[src/rtl/bus_accum_ctrl.sv]
// bus_accum_ctrl
//   Valid/ready sink with an accumulator. A start pulse (seen in IDLE)
//   clears the accumulator. The block then takes upstream words one at a
//   time and adds each one, saturating at the full-scale value. The run
//   stops when acc >= limit or MAX_WORDS words have been taken. The result
//   then stays on the outputs with done high until ack arrives.
//
// Parameters
//   DATA_W     input word width
//   ACC_W      accumulator width (>= DATA_W)
//   MAX_WORDS  word bound per run (>= 1)
//
// Ports
//   clk, rst_n  clock (rising edge); asynchronous active-low reset
//   start       begin a run (IDLE only)
//   limit       termination threshold, held stable during a run
//   in_valid    upstream word valid
//   in_data     upstream word, zero-extended into the accumulator
//   in_ready    word accepted this cycle (WAIT and not terminated)
//   ack         consumer acknowledge (DONE only)
//   acc         registered accumulator
//   count       words accepted this run
//   overflow    sticky: some add saturated during this run
//   busy        high in WAIT and ADD
//   done        high in DONE
module bus_accum_ctrl #(
  parameter int DATA_W    = 8,
  parameter int ACC_W     = 16,
  parameter int MAX_WORDS = 4,
  localparam int CNT_W    = $clog2(MAX_WORDS + 1)
) (
  input  logic              clk,
  input  logic              rst_n,
  input  logic              start,
  input  logic [ACC_W-1:0]  limit,
  input  logic              in_valid,
  input  logic [DATA_W-1:0] in_data,
  output logic              in_ready,
  input  logic              ack,
  output logic [ACC_W-1:0]  acc,
  output logic [CNT_W-1:0]  count,
  output logic              overflow,
  output logic              busy,
  output logic              done
);

  typedef enum logic [1:0] {
    S_IDLE,
    S_WAIT,
    S_ADD,
    S_DONE
  } state_t;

  state_t             state, state_n;
  logic [DATA_W-1:0]  hold;
  logic [ACC_W:0]     sum;
  logic               term;

  // Use only registered values here. That keeps in_ready a Moore output
  // with no combinational path from in_valid.
  assign term = (acc >= limit) || (count == CNT_W'(MAX_WORDS));

  // One extra bit catches the carry out, and that carry is the saturation flag.
  assign sum = {1'b0, acc} + (ACC_W + 1)'(hold);

  // NOTE: sequential state uses non-blocking assignments. All registers
  // then update together at the edge, whatever order the blocks are in.
  always_ff @(posedge clk or negedge rst_n) begin
    if (!rst_n) state <= S_IDLE;
    else        state <= state_n;
  end

  // NOTE: state_n gets a default before the case. Every path through the
  // block then assigns it, so no latch is inferred.
  always_comb begin
    state_n = state;
    unique case (state)
      S_IDLE: if (start) state_n = S_WAIT;
      S_WAIT: begin
        // Termination wins over a pending word, so nothing is consumed
        // once the stop condition holds.
        if (term)          state_n = S_DONE;
        else if (in_valid) state_n = S_ADD;
      end
      S_ADD:  state_n = S_WAIT;
      S_DONE: if (ack) state_n = S_IDLE;
      default: state_n = S_IDLE;
    endcase
  end

  // NOTE: the holding register is a single word, not a memory. It is reset
  // with the rest of the datapath, so a mid-run reset leaves no stale data.
  always_ff @(posedge clk or negedge rst_n) begin
    if (!rst_n) begin
      acc      <= '0;
      count    <= '0;
      overflow <= 1'b0;
      hold     <= '0;
    end else begin
      unique case (state)
        S_IDLE: begin
          if (start) begin
            acc      <= '0;
            count    <= '0;
            overflow <= 1'b0;
          end
        end
        S_WAIT: begin
          if (!term && in_valid) hold <= in_data;
        end
        S_ADD: begin
          acc      <= sum[ACC_W] ? {ACC_W{1'b1}} : sum[ACC_W-1:0];
          overflow <= overflow | sum[ACC_W];
          // ADD is entered only when the word bound was not reached, so
          // this increment cannot exceed MAX_WORDS.
          count    <= count + CNT_W'(1);
        end
        default: ;
      endcase
    end
  end

  assign in_ready = (state == S_WAIT) && !term;
  assign busy     = (state == S_WAIT) || (state == S_ADD);
  assign done     = (state == S_DONE);

endmodule

[config.mk]
export PLATFORM = sky130hd
export DESIGN_NAME = bus_accum_ctrl
export DESIGN_NICKNAME = d
export VERILOG_FILES = /design/src/rtl/bus_accum_ctrl.sv
export SDC_FILE = /design/constraint.sdc
export NUM_CORES = 1
export LEC_CHECK = 0
export ABC_AREA = 1
export CAP_MARGIN = 25
export CELL_PAD_IN_SITES_DETAIL_PLACEMENT = 0
export CELL_PAD_IN_SITES_GLOBAL_PLACEMENT = 1
export CORE_MARGIN = 2
export CORE_UTILIZATION = 36
export CTS_CLUSTER_DIAMETER = 60
export DETAILED_ROUTE_END_ITERATION = 7
export PLACE_DENSITY = 0.88
export SYNTH_ARGS = -nofsm -noshare
export SYNTH_HDL_FRONTEND = slang
export SYNTH_SLANG_ARGS = --single-unit
[constraint.sdc]
create_clock -name clk -period 2.4 [get_ports clk]
set_input_delay 0.48 -clock clk [delete_from_list [all_inputs] [get_ports clk]]
set_output_delay 0.48 -clock clk [all_outputs]
set_load 0.02 [all_outputs]
==> flow_summary_export.csv, run 1 <==
group,metric,value,unit
route,num_vias,2293,
floorplan,die_w,84.6,µm
layout,stdcell_area,3430,µm²
critical_path,cpMaxStageDelayCell,"dlygate4sd2_1",
layout,drive_gt1_frac,0.212,
sta,period_minus_slack,2390,ps
synth,synthSimpleGateAreaFrac,0.239,
floorplan,die_area,7160,µm²
synth,synth_ff_type,"dfrtp_1",
clock_network,clock_sinks,30,
grt,grt.overflow.total,0,
synth,synth_top_family_by_area,"simple AND/OR/NAND/NOR gates",
power_and_ir_drop,leakage,1.75,nW
sta,tns,0,ps
sta,finalClockSkew,4.47,ps
critical_path,crit_top_cell,"nand2_1",
layout,fillers,658,
critical_path,cp-end-kind,"output port",
synth,netlist_area,2340,µm²
sta,holdWs,505,ps
synth,synth_top_area_frac,0.321,
layout,antennaDiodeCount,0,
clock_network,htree_levels,2,
critical_path,arrival,1910,ps
route,drt-initial-drc-count,87,
synth,muxShareOfSynthArea,0,
synth,yosysUniqueCellTypes,36,
synth,yosysTopAreaCell,"dfrtp_1",
synth,syn_nets,378,
synth,synthTopCellsByArea,"dfrtp_1 32%, ha_1 16%, nand2_1 14%",
synth,synth.top_cells.by_count,"87 x nand2_1, 58 x inv_1, 30 x dfrtp_1, 30 x ha_1, 20 x o21ai_0",
layout,regArea,751,µm²
sta,setup_viol,0,
layout,area_growth,46.8,%
critical_path,cp_max_fo,2,
floorplan,num_rows,29,
placement,postPlaceCellArea,3110,µm²
clock_network,clk_path_buf_depth,2,
clock_network,clkTransAtPathRegs,70,ps
synth,synth-compound-area-share,0.144,
clock_network,cts_made_buffers,5,
critical_path,cp_num_buf_inv,4,
clock_network,postCtsHoldBufs,0,
sta,rsz0062_at_grt,"yes",
route,wire_per_inst,12.9,µm
placement,dp_hpwl,4400,µm
synth,ys_seq_area_frac,0.321,
critical_path,required,1920,ps
grt,grt_pass1_wl,10200,µm
status,outcome,"finished, final reports clean",
worst_hold_path,min_from,"hold[3]",
floorplan,core,6310,µm²
route,postRouteAntennaNets,0,
placement,portBuffers,51,
floorplan,fp.dieH,84.6,µm
critical_path,path_cells,"dlygate4sd2_1, inv_2, ha_4, nand2_1, nand3_1, nand2_1, nand2_2, nand2_1, nand2_1, nand2_1, nand2_2, nand2_2, nand2_2, inv_2, buf_6",
route,dr.pass1.iters,4,
placement,place_congestion,0.825,
synth,synth_fa_ha_area_frac,0.169,
critical_path,critPathMaxStageDelay,230,ps
route,viasPerCell,4.76,
layout,finalNetCount,464,
clock_network,tritoncts,"built",
floorplan,io-pin-count,52,
route,routed_wl,6230,µm
sta,worst_pin_slew,680,ps
sta,finalHoldViolations,0,
run,maxCapViolCount,0,
worst_hold_path,hp-class,"reg -> reg",
synth,async_flop_share,1.00,
synth,synth_edf_count,0,
grt,grt_use_total,0.174,
critical_path,crit_path_start,"limit[1]",
critical_path,path_class,"in -> out",
clock_network,insertion_delay,280,ps
critical_path,cp_top_family,"simple AND/OR/NAND/NOR gates",
sta,fin_crit_sh,0.996,
sta,drv_slew,0,
synth,ys_warn_count,0,
synth,syn_inst,318,
grt,grt_pass1_vias,2331,
sta,relSlewSlack,0.543,
grt,antenna_found_initial,0,
clock_network,clock_tree.root_cell,"clkbuf_8",
synth,ys_seq_elements,30,
route,drcViolationCount,0,
placement,pre_cts_ws,-733,ps
layout,multi_input_area,1520,µm²
critical_path,rr_startpoint,"acc[0]",
grt,grt_max_degree,31,
floorplan,start_util,0.370,
critical_path,cp-start-kind,"input port",
power_and_ir_drop,powerDensity,1080,nW/µm²
synth,yosysMostFrequentCell,"nand2_1",
sta,setup_slack,10.0,ps
synth,synth_xor_area_frac,0.0187,
sta,fmax,418,MHz
power_and_ir_drop,ir_drop,0.594,mV
synth,syn_avg_cell_area,7.35,µm²
-- where the power goes --
group / total (W) / internal (W) / switching [W] / leakage [nW]
logic: 0.00240 / 0.00111 / 0.00129 / 1.31
clock network: 0.000426 / 0.000231 / 0.000195 / 0.0482
registers: 0.000880 / 0.000708 / 0.000172 / 0.393
total: 0.00371 / 0.00205 / 0.00166 / 1.75
-- layout make-up --
cell class / count / area share
clock buffers: 7 / 0.0251
clock inverters: 1 / 0.00146
inverters: 61 / 0.0667
multi-input cells: 223 / 0.442
flip-flops and latches: 30 / 0.219
well taps: 77 / 0.0281
repair buffers: 83 / 0.218
-- final timing paths --
check,to,slack [ps],cells past startpoint
max,in_ready,10,15
min,hold[3],510,2
max reg2reg,acc[3],120,13
min reg2reg,hold[3],510,2
max in group asynchronous,acc[15],1500,2
min in group asynchronous,count[1],590,2
-- through the flow --
stage                     total power, W  std cells  utilization
final                            0.00371        482        0.544
after floorplan                  0.00216        318            -
after global placement           0.00299        465        0.492
after global routing             0.00405        482        0.544
after detailed placement         0.00304        465        0.492
after CTS                        0.00365        477        0.529
-- worst register-to-register path: stages, from the launching register on --
cell	delay, ps
dfrtp_1	390
buf_4	140
ha_1	210
fa_1	390
nand2_1	90
inv_2	40
nand2_1	60
nand2_2	80
nand3b_1	150
o21ai_4	100
nand3_4	150
buf_4	160
a21oi_1	60
a21o_1	150
-- layout by cell type (no fill, tap or decap), drive strengths merged --
master,instances
a211oi,2
nor2,17
nand3,19
dfrtp,30
a21o,2
xnor2,2
buf,33
ha,30
clkdlybuf4s50,35
nand3b,1
inv,60
nor3,3
o21ba,1
clkdlybuf4s15,1
and3,2
a31oi,3
o21a,1
nand4,2
o21ai,29
nand2,87
clkinv,2
xor2,3
a21oi,14
o21bai,1
o22ai,1
clkbuf,7
fa,1
dlygate4sd2,14
o211ai,2
-- sequential cells by signal (all words and copies together) (netlist names) --
register  count
acc          16
state         2
overflow      1
count         3
hold          8
-- logic make-up (layout without fill, tap and decap cells) --
group,count (synthesis),count (layout)
buffers and inverters,65,152
AND/OR/NAND/NOR,131,131
adder cells (fa/ha/maj),31,31
AO/OA/AOI/OAI,56,56
flip-flops,30,30
XOR/XNOR,5,5
-- metal layers --
metal  global-route usage  share of wire
met5                    0              0
met4               0.0390         0.0098
met3               0.0324          0.040
met2                0.312           0.51
met1                0.216           0.44
-- what timing repair did --
item,CTS,global route
buffers inserted,5,5
gates resized for setup,47,15
pin swaps,31,3
setup endpoints to repair,1,8
gates cloned,0,0
Note: power is estimated with default switching activity, not from simulation.
==> run 2, diff against run 1 <==
==> config.mk (replaced) <==
export PLATFORM = sky130hd
export DESIGN_NAME = bus_accum_ctrl
export DESIGN_NICKNAME = d
export VERILOG_FILES = /design/src/rtl/bus_accum_ctrl.sv
export SDC_FILE = /design/constraint.sdc
export NUM_CORES = 1
export LEC_CHECK = 0
export ABC_AREA = 1
export CAP_MARGIN = 25
export CORE_MARGIN = 2
export CORE_UTILIZATION = 45
export CTS_CLUSTER_DIAMETER = 60
export DETAILED_ROUTE_END_ITERATION = 7
export PLACE_DENSITY = 0.8
export SYNTH_ARGS = -nofsm -noshare
export SYNTH_HDL_FRONTEND = slang
export SYNTH_SLANG_ARGS = --single-unit
==> run 2 against run 1 <==
Net effect:
- sequential share of layout area shrank 0.56 points
- utilization grew 15 points
- cell count shrank 0.21%
- maximum frequency grew 1.5%
- sequential cell count is the same
- total power grew 3.7%
- worst hold slack gained 8.2 ps
- sequential power grew 0.6%
- global-route usage grew 4.9 points
- die area shrank 19%
- clock skew grew 0.68 ps
- non-clock buffer count grew 6
- critical path type is now reg -> reg
- critical endpoint is now overflow
==> flow_summary_export.csv, run 2 (synthesis results as in run 1) <==
group,metric,value,unit
route,viasPerCell,5.06,
grt,grt_use_total,0.222,
layout,finalNetCount,470,
layout,regArea,751,µm²
route,num_vias,2432,
sta,finalHoldViolations,0,
critical_path,path_class,"reg -> reg",
layout,multi_input_area,1550,µm²
sta,fin_crit_sh,0.981,
critical_path,rr_endpoint,"overflow",
clock_network,clk_path_buf_depth,2,
sta,drv_slew,0,
clock_network,insertion_delay,290,ps
sta,rsz0062_at_grt,"yes",
clock_network,clkTransAtPathRegs,60,ps
clock_network,clock_tree.root_cell,"clkbuf_8",
grt,grt.overflow.total,0,
critical_path,cp-end-kind,"register",
critical_path,cp_max_fo,14,
floorplan,core,5070,µm²
sta,finalClockSkew,5.15,ps
critical_path,rr_startpoint,"acc[0]",
floorplan,fp.dieH,76.1,µm
layout,final_common_cell,"nand2_1",
power_and_ir_drop,ir_drop,0.584,mV
clock_network,htree_levels,2,
power_and_ir_drop,powerDensity,1090,nW/µm²
status,outcome,"finished, final reports clean",
route,postRouteAntennaNets,0,
floorplan,num_rows,26,
sta,period_minus_slack,2350,ps
sta,relSlewSlack,0.581,
critical_path,ff2ff_setup_slack,50,ps
grt,antenna_found_initial,0,
critical_path,required,2570,ps
placement,pre_cts_ws,-690,ps
sta,setup_slack,45.3,ps
run,maxCapViolCount,0,
floorplan,start_util,0.461,
sta,setup_viol,0,
sta,fmax,425,MHz
route,drt-initial-drc-count,168,
layout,largest-register,"acc",
route,wire_per_inst,13.2,µm
grt,grt_pass1_wl,10600,µm
layout,antennaDiodeCount,0,
route,drcViolationCount,0,
layout,area_growth,50.7,%
placement,place_congestion,0.848,
power_and_ir_drop,leakage,1.80,nW
layout,layout_common_cells,"77 x nand2_1, 45 x inv_1, 36 x buf_4, 35 x clkdlybuf4s50_1, 30 x dfrtp_1",
floorplan,die_w,76.1,µm
floorplan,io-pin-count,52,
placement,dp_hpwl,4330,µm
route,dr.pass1.iters,4,
grt,grt_pass1_vias,2350,
critical_path,endpoint,"overflow",
floorplan,die_area,5790,µm²
layout,largest_register_ffs,16,
sta,worst_pin_slew,624,ps
clock_network,cts_made_buffers,5,
critical_path,r2r_cells,13,
worst_hold_path,worstHoldPathCells,2,
critical_path,cp-start-kind,"register",
layout,fillers,409,
layout,drive_gt1_frac,0.248,
grt,grt_max_degree,31,
placement,portBuffers,51,
worst_hold_path,hp-class,"reg -> reg",
layout,fin_util,0.694,
critical_path,arrival,2530,ps
layout,reg.largest.list,"acc (16), hold (8), count (3)",
clock_network,postCtsHoldBufs,0,
route,routed_wl,6370,µm
clock_network,clock_sinks,30,
critical_path,crit_path_start,"acc[0]",
clock_network,tritoncts,"built",
==> run 2: per-stage QoR <==
stage / TNS [ps] / area [µm²] / hold slack [ps] / std cells / power, W
after global routing: -240 / 3520 / 554 / 481 / 0.00416
after CTS: 0 / 3420 / 510 / 476 / 0.00372
after floorplan: 0 / 2340 / 184 / 318 / 0.00216
after detailed placement: -1320 / 3090 / 496 / 457 / 0.00301
after global placement: -1030 / 3090 / 479 / 457 / 0.00294
final: 0 / 3520 / 513 / 481 / 0.00384
==> run 2: metal layers <==
metal,global-route usage,share of wire
met1,0.280,0.42
met4,0.0600,0.021
met5,0,0
met2,0.390,0.51
met3,0.0450,0.049
==> run 2: layout make-up <==
cell class / count / area share
clock buffers: 7 / 0.0245
clock inverters: 1 / 0.00142
inverters: 61 / 0.0650
multi-input cells: 223 / 0.440
flip-flops and latches: 30 / 0.213
well taps: 70 / 0.0249
repair buffers: 89 / 0.231
==> run 2: worst min-delay path by stage <==
stage / startpoint / slack [ps] / endpoint
finish: hold[6] / 510 / hold[6]
global route: hold[2] / 550 / hold[2]
CTS: hold[5] / 510 / hold[5]
detailed placement: hold[5] / 500 / hold[5]
global placement: hold[0] / 480 / hold[0]
floorplan: rst_n / 180 / acc[0]
==> run 2: timing repair <==
action | in CTS | in global routing
pin swaps | 30 | 12
setup endpoints to repair | 1 | 13
setup buffers | 10 | 6
gates resized for setup | 54 | 22
cloned | 1 | 0
==> run 2: worst max-delay path, stage by stage, from the launching register on <==
cell	delay [ps]
dfrtp_1	380
buf_4	140
ha_1	220
fa_1	390
nand2_1	100
inv_2	50
nand2_1	60
nand2_1	120
nand3b_1	140
o21ai_2	110
nand3_4	180
buf_4	150
nor2_2	30
o21ba_1	180
==> run 2: report_power, final <==
group | switching (W) | total (W) | internal [W]
sequential | 0.000177 | 0.000885 | 0.000708
combinational | 0.00135 | 0.00253 | 0.00118
clock | 0.000198 | 0.000429 | 0.000231
total | 0.00172 | 0.00384 | 0.00212
